$ cat config.mk
export PLATFORM = sky130hd
export DESIGN_NAME = zdraw_sequencer
export DESIGN_NICKNAME = d
export VERILOG_FILES = /design/src/rtl/zdraw_sequencer.sv
export SDC_FILE = /design/constraint.sdc
export NUM_CORES = 1
export LEC_CHECK = 0
export CORE_AREA = 2 2 135 137
export DETAILED_ROUTE_END_ITERATION = 12
export DIE_AREA = 0 0 137 139
export PLACE_DENSITY = 0.75
export SYNTH_ARGS = -nofsm -noshare
export SYNTH_HDL_FRONTEND = slang
export SYNTH_SLANG_ARGS = --single-unit
$ cat constraint.sdc
create_clock -name clk -period 4.8 [get_ports clk]
set_clock_uncertainty 0.15 [all_clocks]
set_input_delay 0.48 -clock clk [delete_from_list [all_inputs] [get_ports clk]]
set_output_delay 0.48 -clock clk [all_outputs]
set_load 0.005 [all_outputs]
$ cat src/rtl/zdraw_sequencer.sv
`default_nettype none
// ============================================================================
// Module   : zdraw_sequencer
// Purpose  : Draw-command sequencer in front of ZDrawCore. After reset, or
//            after a redraw request, it issues the INIT_CMDS list once with
//            data = 0. It then runs one refresh frame per frame tick. A frame
//            walks NUM_SLOTS maskable {cmd,data} slots and issues the enabled
//            ones. Every command is held on oCore_En until ZDrawCore reports
//            done or the watchdog expires.
// Ports    : clk, rst_n (async, active-low), en (0 = freeze)
//            iFrame_Tick / iRedraw_All - single-cycle request pulses
//            iSlot_Mask / iSlot_Cmd / iSlot_Data - per-slot refresh content
//            oCore_En / oCore_Cmd / oCore_Data, iCore_Done - ZDrawCore handshake
//            oInit_Ready, oBusy, oFrame_Done, oSlot_Idx - status
//            oErr_Timeout, oErr_Overrun - sticky error flags
// Config   : ZDRAW_SEQ_SKIP_UNCHANGED_EN - when defined, an enabled slot
//            whose data equals the last data issued for it is skipped.
// Revision : 1.0 - initial release
// ============================================================================
module zdraw_sequencer #(
  parameter int                        CMD_W       = 4,
  parameter int                        DATA_W      = 32,
  parameter int                        NUM_SLOTS   = 8,
  parameter int                        INIT_LEN    = 3,
  parameter logic [INIT_LEN*CMD_W-1:0] INIT_CMDS   = {4'd4, 4'd1, 4'd0},
  parameter logic [23:0]               TIMEOUT_CYC = 24'd4000000
) (
  input  logic                        clk,
  input  logic                        rst_n,
  input  logic                        en,
  input  logic                        iFrame_Tick,
  input  logic                        iRedraw_All,
  input  logic [NUM_SLOTS-1:0]        iSlot_Mask,
  input  logic [NUM_SLOTS*CMD_W-1:0]  iSlot_Cmd,
  input  logic [NUM_SLOTS*DATA_W-1:0] iSlot_Data,
  output logic                        oCore_En,
  output logic [CMD_W-1:0]            oCore_Cmd,
  output logic [DATA_W-1:0]           oCore_Data,
  input  logic                        iCore_Done,
  output logic                        oInit_Ready,
  output logic                        oBusy,
  output logic                        oFrame_Done,
  output logic [3:0]                  oSlot_Idx,
  output logic                        oErr_Timeout,
  output logic                        oErr_Overrun
);

  localparam logic [3:0]  C_LAST_SLOT = 4'(NUM_SLOTS - 1);
  localparam logic [3:0]  C_LAST_INIT = 4'(INIT_LEN - 1);
  localparam logic [23:0] C_WD_LAST   = TIMEOUT_CYC - 24'd1;

  typedef enum logic [2:0] {
    ST_RSV        = 3'd0,
    ST_INIT_ISSUE = 3'd1,
    ST_WAIT       = 3'd2,
    ST_GAP        = 3'd3,
    ST_READY      = 3'd4,
    ST_IDLE       = 3'd5,
    ST_SCAN       = 3'd6,
    ST_FEND       = 3'd7
  } state_t;

  state_t              state_q;
  logic [3:0]          idx_q;
  logic                init_q;      // WAIT/GAP are shared; this marks the init list phase
  logic                pending_q;
  logic                redraw_q;
  logic [23:0]         wd_q;
  logic                core_en_q;
  logic [CMD_W-1:0]    core_cmd_q;
  logic [DATA_W-1:0]   core_data_q;
  logic                init_rdy_q;
  logic                busy_q;
  logic                fdone_q;
  logic                err_to_q;
  logic                err_ov_q;

  // Per-slot and per-init-entry selection at the current index
  logic [CMD_W-1:0]    slot_cmd_w;
  logic [DATA_W-1:0]   slot_data_w;
  logic                slot_en_w;
  logic [CMD_W-1:0]    init_cmd_w;

  always_comb begin
    slot_cmd_w  = '0;
    slot_data_w = '0;
    slot_en_w   = 1'b0;
    for (int s = 0; s < NUM_SLOTS; s++) begin
      if (idx_q == 4'(s)) begin
        slot_cmd_w  = iSlot_Cmd[s*CMD_W +: CMD_W];
        slot_data_w = iSlot_Data[s*DATA_W +: DATA_W];
        slot_en_w   = iSlot_Mask[s];
      end
    end
  end

  always_comb begin
    init_cmd_w = '0;
    for (int i = 0; i < INIT_LEN; i++) begin
      if (idx_q == 4'(i)) init_cmd_w = INIT_CMDS[i*CMD_W +: CMD_W];
    end
  end

  logic skip_w;
  logic issue_w;
  logic redraw_act_w;
  logic start_w;

  // Redraw is only honoured where no command is outstanding
  assign redraw_act_w = en && redraw_q &&
                        (state_q == ST_GAP || state_q == ST_IDLE || state_q == ST_SCAN);

  // A frame starts from IDLE on a new or pending tick, or straight out of READY
  // when a tick queued up during init. A waiting redraw wins so the tick stays pending.
  assign start_w = en && !redraw_q &&
                   ((state_q == ST_IDLE  && (iFrame_Tick || pending_q)) ||
                    (state_q == ST_READY && pending_q));

  assign issue_w = en && (state_q == ST_SCAN) && !redraw_q && slot_en_w && !skip_w;

`ifdef ZDRAW_SEQ_SKIP_UNCHANGED_EN
  logic [DATA_W-1:0]    shadow_q [NUM_SLOTS];
  logic [NUM_SLOTS-1:0] shadow_vld_q;
  logic [DATA_W-1:0]    shadow_sel_w;
  logic                 shadow_vld_sel_w;

  always_comb begin
    shadow_sel_w     = '0;
    shadow_vld_sel_w = 1'b0;
    for (int s = 0; s < NUM_SLOTS; s++) begin
      if (idx_q == 4'(s)) begin
        shadow_sel_w     = shadow_q[s];
        shadow_vld_sel_w = shadow_vld_q[s];
      end
    end
  end

  assign skip_w = shadow_vld_sel_w && (shadow_sel_w == slot_data_w);

  always_ff @(posedge clk or negedge rst_n) begin
    if (!rst_n) begin
      shadow_vld_q <= '0;
      for (int s = 0; s < NUM_SLOTS; s++) shadow_q[s] <= '0;
    end else if (redraw_act_w) begin
      shadow_vld_q <= '0;
    end else if (issue_w) begin
      for (int s = 0; s < NUM_SLOTS; s++) begin
        if (idx_q == 4'(s)) begin
          shadow_q[s]     <= slot_data_w;
          shadow_vld_q[s] <= 1'b1;
        end
      end
    end
  end
`else
  assign skip_w = 1'b0;
`endif

  always_ff @(posedge clk or negedge rst_n) begin
    if (!rst_n) begin
      state_q     <= ST_RSV;
      idx_q       <= '0;
      init_q      <= 1'b0;
      pending_q   <= 1'b0;
      redraw_q    <= 1'b0;
      wd_q        <= '0;
      core_en_q   <= 1'b0;
      core_cmd_q  <= '0;
      core_data_q <= '0;
      init_rdy_q  <= 1'b0;
      busy_q      <= 1'b0;
      fdone_q     <= 1'b0;
      err_to_q    <= 1'b0;
      err_ov_q    <= 1'b0;
    end else begin
      // Request bookkeeping keeps running while frozen so no pulse is lost
      if (start_w) begin
        // Starting consumes one request; a tick arriving alongside a pending one stays queued
        pending_q <= pending_q & iFrame_Tick;
      end else if (iFrame_Tick) begin
        if (pending_q) err_ov_q  <= 1'b1;
        else           pending_q <= 1'b1;
      end

      if (iRedraw_All)       redraw_q <= 1'b1;
      else if (redraw_act_w) redraw_q <= 1'b0;

      if (en) begin
        fdone_q <= 1'b0;
        if (redraw_act_w) begin
          state_q    <= ST_RSV;
          init_rdy_q <= 1'b0;
          idx_q      <= '0;
          busy_q     <= 1'b1;
        end else begin
          unique case (state_q)
            ST_RSV: begin
              state_q <= ST_INIT_ISSUE;
              idx_q   <= '0;
              init_q  <= 1'b1;
              busy_q  <= 1'b1;
            end
            ST_INIT_ISSUE: begin
              core_cmd_q  <= init_cmd_w;
              core_data_q <= '0;
              core_en_q   <= 1'b1;
              wd_q        <= '0;
              state_q     <= ST_WAIT;
            end
            ST_WAIT: begin
              if (iCore_Done) begin
                core_en_q <= 1'b0;
                state_q   <= ST_GAP;
              end else if (wd_q == C_WD_LAST) begin
                core_en_q <= 1'b0;
                err_to_q  <= 1'b1;
                state_q   <= ST_GAP;
              end else begin
                wd_q <= wd_q + 24'd1;
              end
            end
            ST_GAP: begin
              if (init_q) begin
                if (idx_q == C_LAST_INIT) begin
                  state_q <= ST_READY;
                end else begin
                  idx_q   <= idx_q + 4'd1;
                  state_q <= ST_INIT_ISSUE;
                end
              end else if (idx_q == C_LAST_SLOT) begin
                state_q <= ST_FEND;
                fdone_q <= 1'b1;
              end else begin
                idx_q   <= idx_q + 4'd1;
                state_q <= ST_SCAN;
              end
            end
            ST_READY: begin
              init_rdy_q <= 1'b1;
              init_q     <= 1'b0;
              if (start_w) begin
                state_q <= ST_SCAN;
                idx_q   <= '0;
              end else begin
                state_q <= ST_IDLE;
                busy_q  <= 1'b0;
              end
            end
            ST_IDLE: begin
              if (start_w) begin
                state_q <= ST_SCAN;
                idx_q   <= '0;
                busy_q  <= 1'b1;
              end
            end
            ST_SCAN: begin
              // The issue happens on the SCAN edge itself, which keeps the
              // tick-to-oCore_En latency at two cycles for slot 0.
              if (issue_w) begin
                core_cmd_q  <= slot_cmd_w;
                core_data_q <= slot_data_w;
                core_en_q   <= 1'b1;
                wd_q        <= '0;
                state_q     <= ST_WAIT;
              end else if (idx_q == C_LAST_SLOT) begin
                state_q <= ST_FEND;
                fdone_q <= 1'b1;
              end else begin
                idx_q <= idx_q + 4'd1;
              end
            end
            ST_FEND: begin
              state_q <= ST_IDLE;
              busy_q  <= 1'b0;
            end
            default: begin
              state_q <= ST_RSV;
            end
          endcase
        end
      end
    end
  end

  assign oCore_En     = core_en_q;
  assign oCore_Cmd    = core_cmd_q;
  assign oCore_Data   = core_data_q;
  assign oInit_Ready  = init_rdy_q;
  assign oBusy        = busy_q;
  assign oFrame_Done  = fdone_q;
  assign oSlot_Idx    = idx_q;
  assign oErr_Timeout = err_to_q;
  assign oErr_Overrun = err_ov_q;

endmodule
`default_nettype wire

# Word-level counts from Yosys, hierarchy flattened
# Index checks and enable logic that the tools add are counted.
# op_classes
reduce_logical	35
muxes	72
eq_ne	26
bitwise_logic	4
n_addsub	2
# ops
op	count
$mux 32	9
$mux 24	3
$pmux 24 s3	1
$mux 4	16
$pmux 32 s2	1
$mux 1	26
$add 24x1->24 const B	1
$eq 24x22->1 const B	1
$mux 3	8
$pmux 3 s8	1
$eq 4x3->1 const B	4
$pmux 4 s4	1
$reduce_and 5->1	3
$eq 3x3->1 const B	4
$ne 3x3->1 const B	4
$reduce_and 4->1	3
$reduce_bool 2->1	5
$reduce_bool 5->1	2
$logic_and 1x1->1	9
$eq 4x2->1 const B	2
$ne 4x4->1 const B	2
$pmux 4 s2	1
$eq 3x2->1 const B	2
$ne 2x2->1 const B	3
other kinds (20)	27
# word_totals
reg_bits	76
word_cells	153
input_bits	302
out_inout_bits	46

# Depth between registers and ports, before layout
# depth
word_depth	13
ltp_mapped	12
mapped_depth_nobuf	8

# Worst setup path before layout
# No wires, ideal clock.
# synth_path
kind	reg2reg
start	reg idx_q[0] (netlist: oSlot_Idx[0])
end	reg wd_q[22]
path_stages_with_launch	12
setup_slack_ns	2.288
period_less_slack_ns	2.512
t_arrival_ns	2.283
required_time_ns	4.571
setup_time_ns	0.079
path_buffers	3
path_cell_list	dfrtp_1 > inv_1 > ha_1 > buf_2 > nor2b_1 > buf_2 > a21oi_1 > o211ai_2 > o2111ai_4 > buf_6 > nor4b_1 > mux2i_1
# synth_via
elab_chain_len	12
word_cells_on_any_way	19
classes_between	eq/ne: 8; mux: 8; reduce/logical: 3
# synth_rtl
element	line_no	text
from (decl)	64	logic [3:0] idx_q;
from (signal assigned)	227	idx_q <= idx_q + 4'd1;
from (signal assigned)	234	idx_q <= idx_q + 4'd1;
from (signal assigned)	269	idx_q <= idx_q + 4'd1;
$logic_not 4->1	--	
$mux 1 (7 in series)	89	if (idx_q == 4'(s)) begin
$mux 1 (*)	89	
$logic_and 1x1->1 (*)	119	assign issue_w = en && (state_q == ST_SCAN) && !redraw_q && slot_en_w && !skip_w;
$ne 2x2->1 (no line) (*)	--	
$reduce_and 6->1 (no line) (*)	--	
to (signal assigned)	219	wd_q <= wd_q + 24'd1;
to (decl)	68	logic [23:0] wd_q;
# Every way passes the cells marked *; elsewhere a longest branch is shown, timed or not.
# A chain may end at the register's enable or synchronous reset.

# Worst setup path after layout
# layout_path
start	reg idx_q[0] (netlist: oSlot_Idx[0])
end	reg wd_q[19]
# The elaborated chain is that of the path after synthesis.

==> run metrics <==
drt first pass iters 5; DRC Markers 0; post-synthesis sequential area ratio 0.306; Final Hold Viols 0; flop-to-flop setup slack 1290 ps; measured slew at the worst slew-check pin 1020 ps; post-synth cell types 69; CP Data Required Time 4920 ps; global-route wire length before repair 44.8 mm; CTS tree done; Yosys top cell by area dfrtp_1; CTS root buf clkbuf_16; Chip Width 137 microns; H-Tree Depth 3; Area after DPL 9770 sq um; largest net degree at the start of global routing 77; Routed WL per cell 22.5 microns; sum of buffers and inverters on the critical path 1; Final period util 0.731; internal power 2.00 mW; Reg2Reg Capture Point wd_q[19]$_DFFE_PN0P_; Setup TNS 0 ps; yosys warns 0; CP max-delay cell or4_1; footprint of the multi-input gates 3960 sq um; sequential power share 0.244; Via density 5.94; Post CTS Setup Buffer Count 0; CORE AREA 17,700 sq um; final setup vio count 0; Leak 3.70 nW; Total GRT Usage 0.309; EDFF count, synth 0; gr ovfl total 0; Initial Utilization 0.352; placer congestion estimate 0.997; antenna violations before repair 2; fmax 285 MHz; worst hold-check path type input pin to async pin; fin area 10,100 sq um; Die H 139 microns; Post-Syn Instances 813; sw frac 0.420; register area 1900 sq um; status finished, final reports clean; critical path fanouts, max 45; Peak VDD IR 262 uV; First DRT Iteration DRCs 596; Die ar. 19,000 sq um; CP Launch Type register; clock share of power 0.220; Nets 1,413; critical path's top delay family compound AO/OA/AOI/OAI gates; ys flop type dfrtp_1; post-DP HPWL 22.9 mm; kind of critical path register to register; # fillers 1,659; setup ws final 1290 ps; Worst-Skew Late Latency 350 ps; IO Pins 348; syn avg cell area 7.65 sq um; worst hold slack 168 ps; Post-Syn Area 6220 sq um; DRT antenna net count 0; Yosys top cell area share 0.306; met3 capacity usage during global routing 0.0654; GRT busiest layer met2; CP Cell Sequence inv_1 -> ha_1 -> nor2b_4 -> a21oi_1 -> o211ai_2 -> o2111ai_4 -> or4_1 -> a21oi_1; Switch Pwr 1.45 mW; Clock Pin Slew Worst Setup and Hold Paths 60 ps; Slew Limit Fails 0; crit-path max cell delay 690 ps; Sink Count 76; CTS max path bufs 2; Tmin final 3510 ps; worst slack, placed 1260 ps; logic gate share of total power 0.536; vias in the first global route 7,579; R2R cell count 8; Max Cap Violations 0; Routed Wire Length 30.2 mm; Site Rows 49; PD cells 341 nW/um^2; layout cells sized above 1 0.0550; Synth Register Bits 76; Critical path origin oSlot_Idx[0]$_DFFE_PN0P_; Area contributors post-synth dfrtp_1 31%, a21oi_1 6.8%, o21ai_0 5.7%; Top cell by count, worst path a21oi_1; asr flop ratio synth 1.00; Post-CTS Hold Buffers 0; Critical Path End Type register; RR Startpoint oSlot_Idx[0]$_DFFE_PN0P_; RSZ-0062 raised after global routing false; Resize count post-CTS 0; port bufs 347; CP arrival 3630 ps; Rel. slew slack 0.319; Synth Net Count 1,120; P&R area growth vs syn 62.2%; Inserted Clock Buffers 9; Via Count 7,961; Global Route met1 Usage 0.398; met2 Resource Use GR 0.506
-- routing by layer --
metal / part of all wire / vias up
met5: 0.00050 / -
met3: 0.071 / 64
met2: 0.49 / 385
li1: - / 3702
met4: 0.037 / 2
met1: 0.40 / 3808
-- through the flow --
stage               instances  utilization  power, mW
finish                   1340        0.572       3.45
global route             1340        0.572       3.67
CTS                      1339        0.572       3.45
detailed placement       1324        0.553       2.68
global placement         1324        0.553       2.65
floorplan                 813            -       1.97
-- final cells by class --
cell class,count,share of cell area
Multi-Input combinational cell,647,0.392
Timing Repair Buffer,361,0.354
Sequential cell,76,0.188
Tap cell,229,0.0284
Clock buffer,11,0.0250
Clock inverter,4,0.00719
Inverter,11,0.00409
Antenna cell,1,0.000248
-- cells by family after synthesis --
| kind of cell | after synthesis | share of synthesized area |
|---|---|---|
| flops | 76 | 0.306 |
| fa+ha+maj | 6 | 0.0117 |
| xor+xnor | 2 | 0.00282 |
| compound gates | 374 | 0.400 |
| buf+inv | 90 | 0.0615 |
| simple gates | 261 | 0.212 |
| mux | 4 | 0.00684 |
-- power by group through the flow --
stage	sequential, mW	combinational (mW)	clock (mW)
after detailed placement	0.847	1.84	0
after floorplan	0.782	1.19	0
after global placement	0.845	1.81	0
after global routing	0.852	2.02	0.801
final	0.842	1.85	0.759
after CTS	0.836	1.84	0.774
-- registers in the layout, indices dropped and copies added (netlist names) --
name,count
oBusy,1
oCore_En,1
wd_q,24
pending_q,1
redraw_q,1
oCore_Data,32
oErr_Timeout,1
oFrame_Done,1
oCore_Cmd,4
oErr_Overrun,1
oInit_Ready,1
oSlot_Idx,4
state_q,3
init_q,1
-- cells in the mapped netlist (4+ instances only) --
cell type	count
nor3_1	37
a22o_1	33
o22ai_1	37
buf_2	9
o31ai_1	6
nand3b_1	6
buf_1	4
dfrtp_1	76
nand2_1	82
or4_1	12
a31oi_1	4
ha_1	5
a21oi_2	6
and2_1	6
a221oi_1	34
and3_1	4
nand4_1	7
clkbuf_1	62
o21ai_1	24
a21oi_1	84
nor2b_1	4
or3_1	15
nand3_1	14
nand2b_1	7
o21ai_0	71
inv_1	10
o211ai_1	4
nor2_1	48
o41ai_1	6
o21a_1	32
-- worst max path at each step --
stage	slack, ps	cells past startpoint	to
after floorplan	2290	11	wd_q[22]$_DFFE_PN0P_
after global placement	1420	8	wd_q[19]$_DFFE_PN0P_
after detailed placement	1260	8	wd_q[19]$_DFFE_PN0P_
after CTS	1270	8	wd_q[19]$_DFFE_PN0P_
after global routing	1090	8	wd_q[19]$_DFFE_PN0P_
final	1290	8	wd_q[19]$_DFFE_PN0P_
-- layout by cell type, fill, tap and decap left out, types with 33 or more instances in the layout --
master / instances
clkdlybuf4s50_1: 346
a21oi_1: 84
nand2_1: 81
dfrtp_1: 76
o21ai_0: 71
nor2_1: 47
nor3_1: 37
o22ai_1: 37
a221oi_1: 34
a22o_1: 33
-- worst register-to-register path, cell delays in order, from the launching register on --
cell and delay [ps]:
dfrtp_1 430, inv_1 140, ha_1 650, nor2b_4 280, a21oi_1 100, o211ai_2 300, o2111ai_4 540, or4_1 700
a21oi_1 150
Power figures use the tool's default switching activity.
